--- config.mk ---
export PLATFORM = sky130hd
export DESIGN_NAME = mac_seq_ctrl
export DESIGN_NICKNAME = d
export VERILOG_FILES = /design/src/rtl/mac_seq_ctrl.sv
export SDC_FILE = /design/constraint.sdc
export NUM_CORES = 1
export LEC_CHECK = 0
export BUFFER_PORTS_ARGS = -buffer_cell sky130_fd_sc_hd__buf_2
export CAP_MARGIN = 20
export CORE_ASPECT_RATIO = 0.5
export CORE_UTILIZATION = 52
export CTS_CLUSTER_DIAMETER = 200
export DETAILED_ROUTE_END_ITERATION = 10
export PLACE_DENSITY_LB_ADDON = 0.12
export SKIP_LAST_GASP = 1
export SYNTH_ARGS = -nofsm -noshare
export SYNTH_HDL_FRONTEND = slang
export SYNTH_SLANG_ARGS = --single-unit
--- constraint.sdc ---
create_clock -name clk -period 2.4 [get_ports clk]
set_clock_uncertainty 0.1 [all_clocks]
set_input_delay 0.12 -clock clk [delete_from_list [all_inputs] [get_ports clk]]
set_output_delay 0.12 -clock clk [all_outputs]
set_load 0.02 [all_outputs]
--- src/rtl/mac_seq_ctrl.sv ---
// mac_seq_ctrl: sequences a multi-cycle MAC op from E through clear, element steps, drain and RF writeback
module mac_seq_ctrl #(
   parameter int LEN_W = 8,
   parameter int RD_W  = 5
) (
   input  logic             clk,
   input  logic             rst,
   input  logic             MacStartE,
   input  logic [LEN_W-1:0] MacLenE,
   input  logic [RD_W-1:0]  MacRdE,
   input  logic             MacAbort,
   input  logic             StepReady,
   input  logic             AccDone,
   input  logic             RegWriteW,
   output logic             StallFD,
   output logic             FlushE,
   output logic             AccClr,
   output logic             StepValid,
   output logic [LEN_W-1:0] StepIdx,
   output logic             WbEn,
   output logic [RD_W-1:0]  WbRd,
   output logic             MacBusy,
   output logic             MacDone
);
   typedef enum logic [2:0] {IDLE, CLEAR, RUN, DRAIN, WB} state_t;
   state_t           state, state_nx;
   logic [LEN_W-1:0] len_r, idx_r, len_m1;
   logic [RD_W-1:0]  rd_r;
   logic             capture, last;
   assign capture = (state == IDLE) && MacStartE && !MacAbort;
   assign len_m1  = len_r - 1'b1;
   assign last    = idx_r == len_m1;
   assign MacBusy = state != IDLE;
   assign MacDone = WbEn;
   // gated by rst so the combinational path from MacStartE is also quiet in reset
   assign StallFD = rst && (MacStartE || MacBusy);
   always_ff @(posedge clk or negedge rst) begin
      if (!rst) begin
         state <= IDLE;
         len_r <= '0;
         idx_r <= '0;
         rd_r  <= '0;
      end else begin
         state <= state_nx;
         if (capture) begin
            len_r <= MacLenE;
            rd_r  <= MacRdE;
            idx_r <= '0;
         end else if (state == RUN && StepReady && !last) begin
            idx_r <= idx_r + 1'b1;
         end
      end
   end
   always_comb begin
      state_nx  = state;
      FlushE    = 1'b0;
      AccClr    = 1'b0;
      StepValid = 1'b0;
      StepIdx   = '0;
      WbEn      = 1'b0;
      WbRd      = '0;
      case (state)
         IDLE: begin
            FlushE   = capture && rst;
            state_nx = capture ? CLEAR : IDLE;
         end
         CLEAR: begin
            AccClr   = 1'b1;
            state_nx = MacAbort ? IDLE : (len_r == '0) ? WB : RUN;
         end
         RUN: begin
            StepValid = 1'b1;
            StepIdx   = idx_r;
            state_nx  = MacAbort ? IDLE : (StepReady && last) ? DRAIN : RUN;
         end
         DRAIN: state_nx = MacAbort ? IDLE : AccDone ? WB : DRAIN;
         WB: begin
            WbRd     = rd_r;
            WbEn     = !RegWriteW;
            state_nx = RegWriteW ? WB : IDLE;
         end
         default: state_nx = IDLE;
      endcase
   end
endmodule
==> reports/qor.yml <==
detailed_routing:
  vias: 1425
  viasPerCell: 5.30
  postRouteAntennaNets: 0
  drt_pre_antenna_iters: 4
  initialDrtViolationCount: 67
  remaining_drc_errors: 0
  wl_um: 3550
  post_drt_wl_per_cell_um: 13.2
clocking:
  cts_buffers: 3
  clkSinkCount: 24
  cts_tree: "built"
  ctsHtreeMaxLevel: 1
  clockRootBuffer: "clkbuf_8"
  insertion_delay_ps: 270
  clk_pin_slew_ps: 90
  clock_path_buffers: 2
min_path:
  hp-class: "input port to flip-flop"
setup_path:
  worstSetupStartpointType: "flip-flop"
  cp_cell_sequence: "inv_1, ha_1, or2b_1, o211a_1, o31ai_4, a31oi_2, buf_4, a31o_2, a21oi_1"
  worstPathArrival_ps: 2310
  end_kind: "flip-flop"
  path_max_fanout: 11
  crit_type: "flip-flop to flip-flop"
  critPathMaxStageDelay_ps: 420
  cpMaxStageDelayCell: "dfrtp_1"
  crit_required_ps: 2490
finish:
  synthToLayoutAreaGrowth_pct: 31.2
  nNetsFinal: 256
  antenna_cells: 0
  utilization_pct: 74.3
  drive_above_1_share_pct: 25.9
  final_cell_area_um2: 1990
  fillers: 208
power:
  ir_drop_v: 0.000413
  power.total_w: 0.00129
  power_density_nw_per_um2: 645
  p_leak_nw: 1.09
synthesis:
  syn_area_um2: 1520
  synth_seq_cells: 24
  yosys-top-cells-area: "dfrtp_1 40%, nand2_1 12%, and2_1 4.5%"
  netlist_top_cells_count: "47 x nand2_1, 24 x dfrtp_1, 11 x and2_1, 11 x and3_1, 8 x nor2_1"
  netlist.area_leader.share_pct: 39.5
  synth_edf_count: 0
  synth_nets: 199
  synth_most_common_cell: "nand2_1"
  synth_area_per_cell_um2: 8.63
  ys.warnings.count: 0
  ys_seq_area_share_pct: 39.5
  async_reset_ff_share_pct: 100
  synth_largest_area_cell: "dfrtp_1"
  yosys.cell_types.count: 40
  syn_inst: 176
  synth-main-ff-cell: "dfrtp_1"
floorplanning:
  initial_core_util_pct: 56.6
  io_pins: 40
  core_area_um2: 2680
  fp-row-count: 13
  die_area_um2: 3150
  die_x_um: 78.4
  die_h_um: 40.2
global_route:
  grt_pass1_vias: 1213
  grt_pass1_wl_um: 5730
  gr-total-overflow: 0
  grt_start_max_net_pins: 20
  antenna_found_initial: 0
  grtUsageTotal_pct: 25.4
outcome:
  status: "complete, no violations"
timing:
  relSlewSlack_pct: 60.7
  tns_ps: 0
  rsz0062_at_grt: "no"
  finalCriticalPeriod_ps: 2220
  finalHoldViolations: 0
  fmax_mhz: 451
  fin_crit_sh_pct: 92.3
  setup_slack_ps: 185
  setup_viol: 0
  tightest_slew_ps: 590
  drv_slew: 0
placed_design:
  io_buffers: 39
  dp_slack_ps: 167
  place.gp.congestion: 0.860
  placed_area_um2: 1750
  hpwl_um: 2510
flow_run:
  cap_violations: 0
-- stage by stage --
stage / hold WS [ps] / cells
6_report: 67.6 / 269
5_1_grt: 83.4 / 269
3_3_place_gp: -126 / 248
3_5_place_dp: -123 / 248
4_1_cts: 63.8 / 268
2_1_floorplan: -276 / 176
-- cell families (layout without fill, tap and decap cells) --
group | after synthesis | in the layout | share of synthesized area (%)
multiplexers | 4 | 4 | 2.64
buffers and inverters | 15 | 71 | 5.19
AND/OR/NAND/NOR | 100 | 100 | 35.1
XOR/XNOR | 9 | 9 | 5.19
adder cells (fa/ha/maj) | 3 | 3 | 2.47
flip-flops | 24 | 24 | 39.5
AO/OA/AOI/OAI | 21 | 21 | 9.89
-- sequential cells by signal, indices dropped and copies added (netlist names) --
register,flops
idx_r,8
len_r,8
rd_r,5
state,3
-- placed cells by master, fill, tap and decap left out, drive strengths merged, types with 5 or more instances in the layout --
master	synthesis	final
dlygate4sd3	0	16
a21oi	8	8
inv	5	5
and2	11	11
xor2	5	5
and3	11	11
buf	6	46
nand2	47	47
dfrtp	24	24
nor2	8	8
-- path summary, 6_finish.rpt --
kind / endpoint / from / slack [ps] / cells after the start
max in group asynchronous: len_r[4] / rst / 1580 / 3
worst min-delay path: state[1] / AccDone / 70 / 3
min in group asynchronous: state[2] / rst / 110 / 2
worst max-delay path: idx_r[6] / len_r[0] / 180 / 9
worst max register to register: idx_r[6] / len_r[0] / 180 / 9
worst min register to register: rd_r[2] / rd_r[2] / 380 / 2
-- power breakdown --
group / internal [W] / switching (W) / total, W / leakage [nW]
registers: 0.000467 / 0.0000831 / 0.000550 / 0.313
clock network: 0.000223 / 0.000135 / 0.000359 / 0.0357
logic: 0.000176 / 0.000201 / 0.000377 / 0.744
total: 0.000866 / 0.000420 / 0.00129 / 1.09
-- layout make-up --
cell class | count | area (µm²) | area share (%)
clock buffers | 3 | 41.3 | 2.07
clock inverters | 1 | 30.0 | 1.51
inverters | 5 | 18.8 | 0.942
flip-flops and latches | 24 | 601 | 30.1
multi-input cells | 137 | 848 | 42.6
well taps | 37 | 46.3 | 2.32
repair buffers | 62 | 408 | 20.5
-- critical path, delay by kind of cell, from the launching register on --
kind | cells | cell delay [ps]
AOI/OAI and AO/OA | 5 | 830
adders and majority gates | 1 | 260
buffers and inverters | 2 | 290
DFF | 1 | 420
and+or+nand+nor | 1 | 250
-- timing repair --
item | 4_1_cts | 5_1_grt
hold endpoints to repair | 40 | 0
resized for setup | 0 | 1
endpoints found under the setup margin | 0 | 1
hold buffers | 16 | 0
buffers inserted | 0 | 1
-- routing by layer --
metal / vias up / GRT usage [%] / wire length, µm
met5: - / 0 / 0
met1: 682 / 33.9 / 1730
met4: 0 / 6.94 / 20
met3: 4 / 6.14 / 166
li1: 703 / - / -
met2: 36 / 42.5 / 1630
No activity file was read; power rests on OpenSTA's default activity.
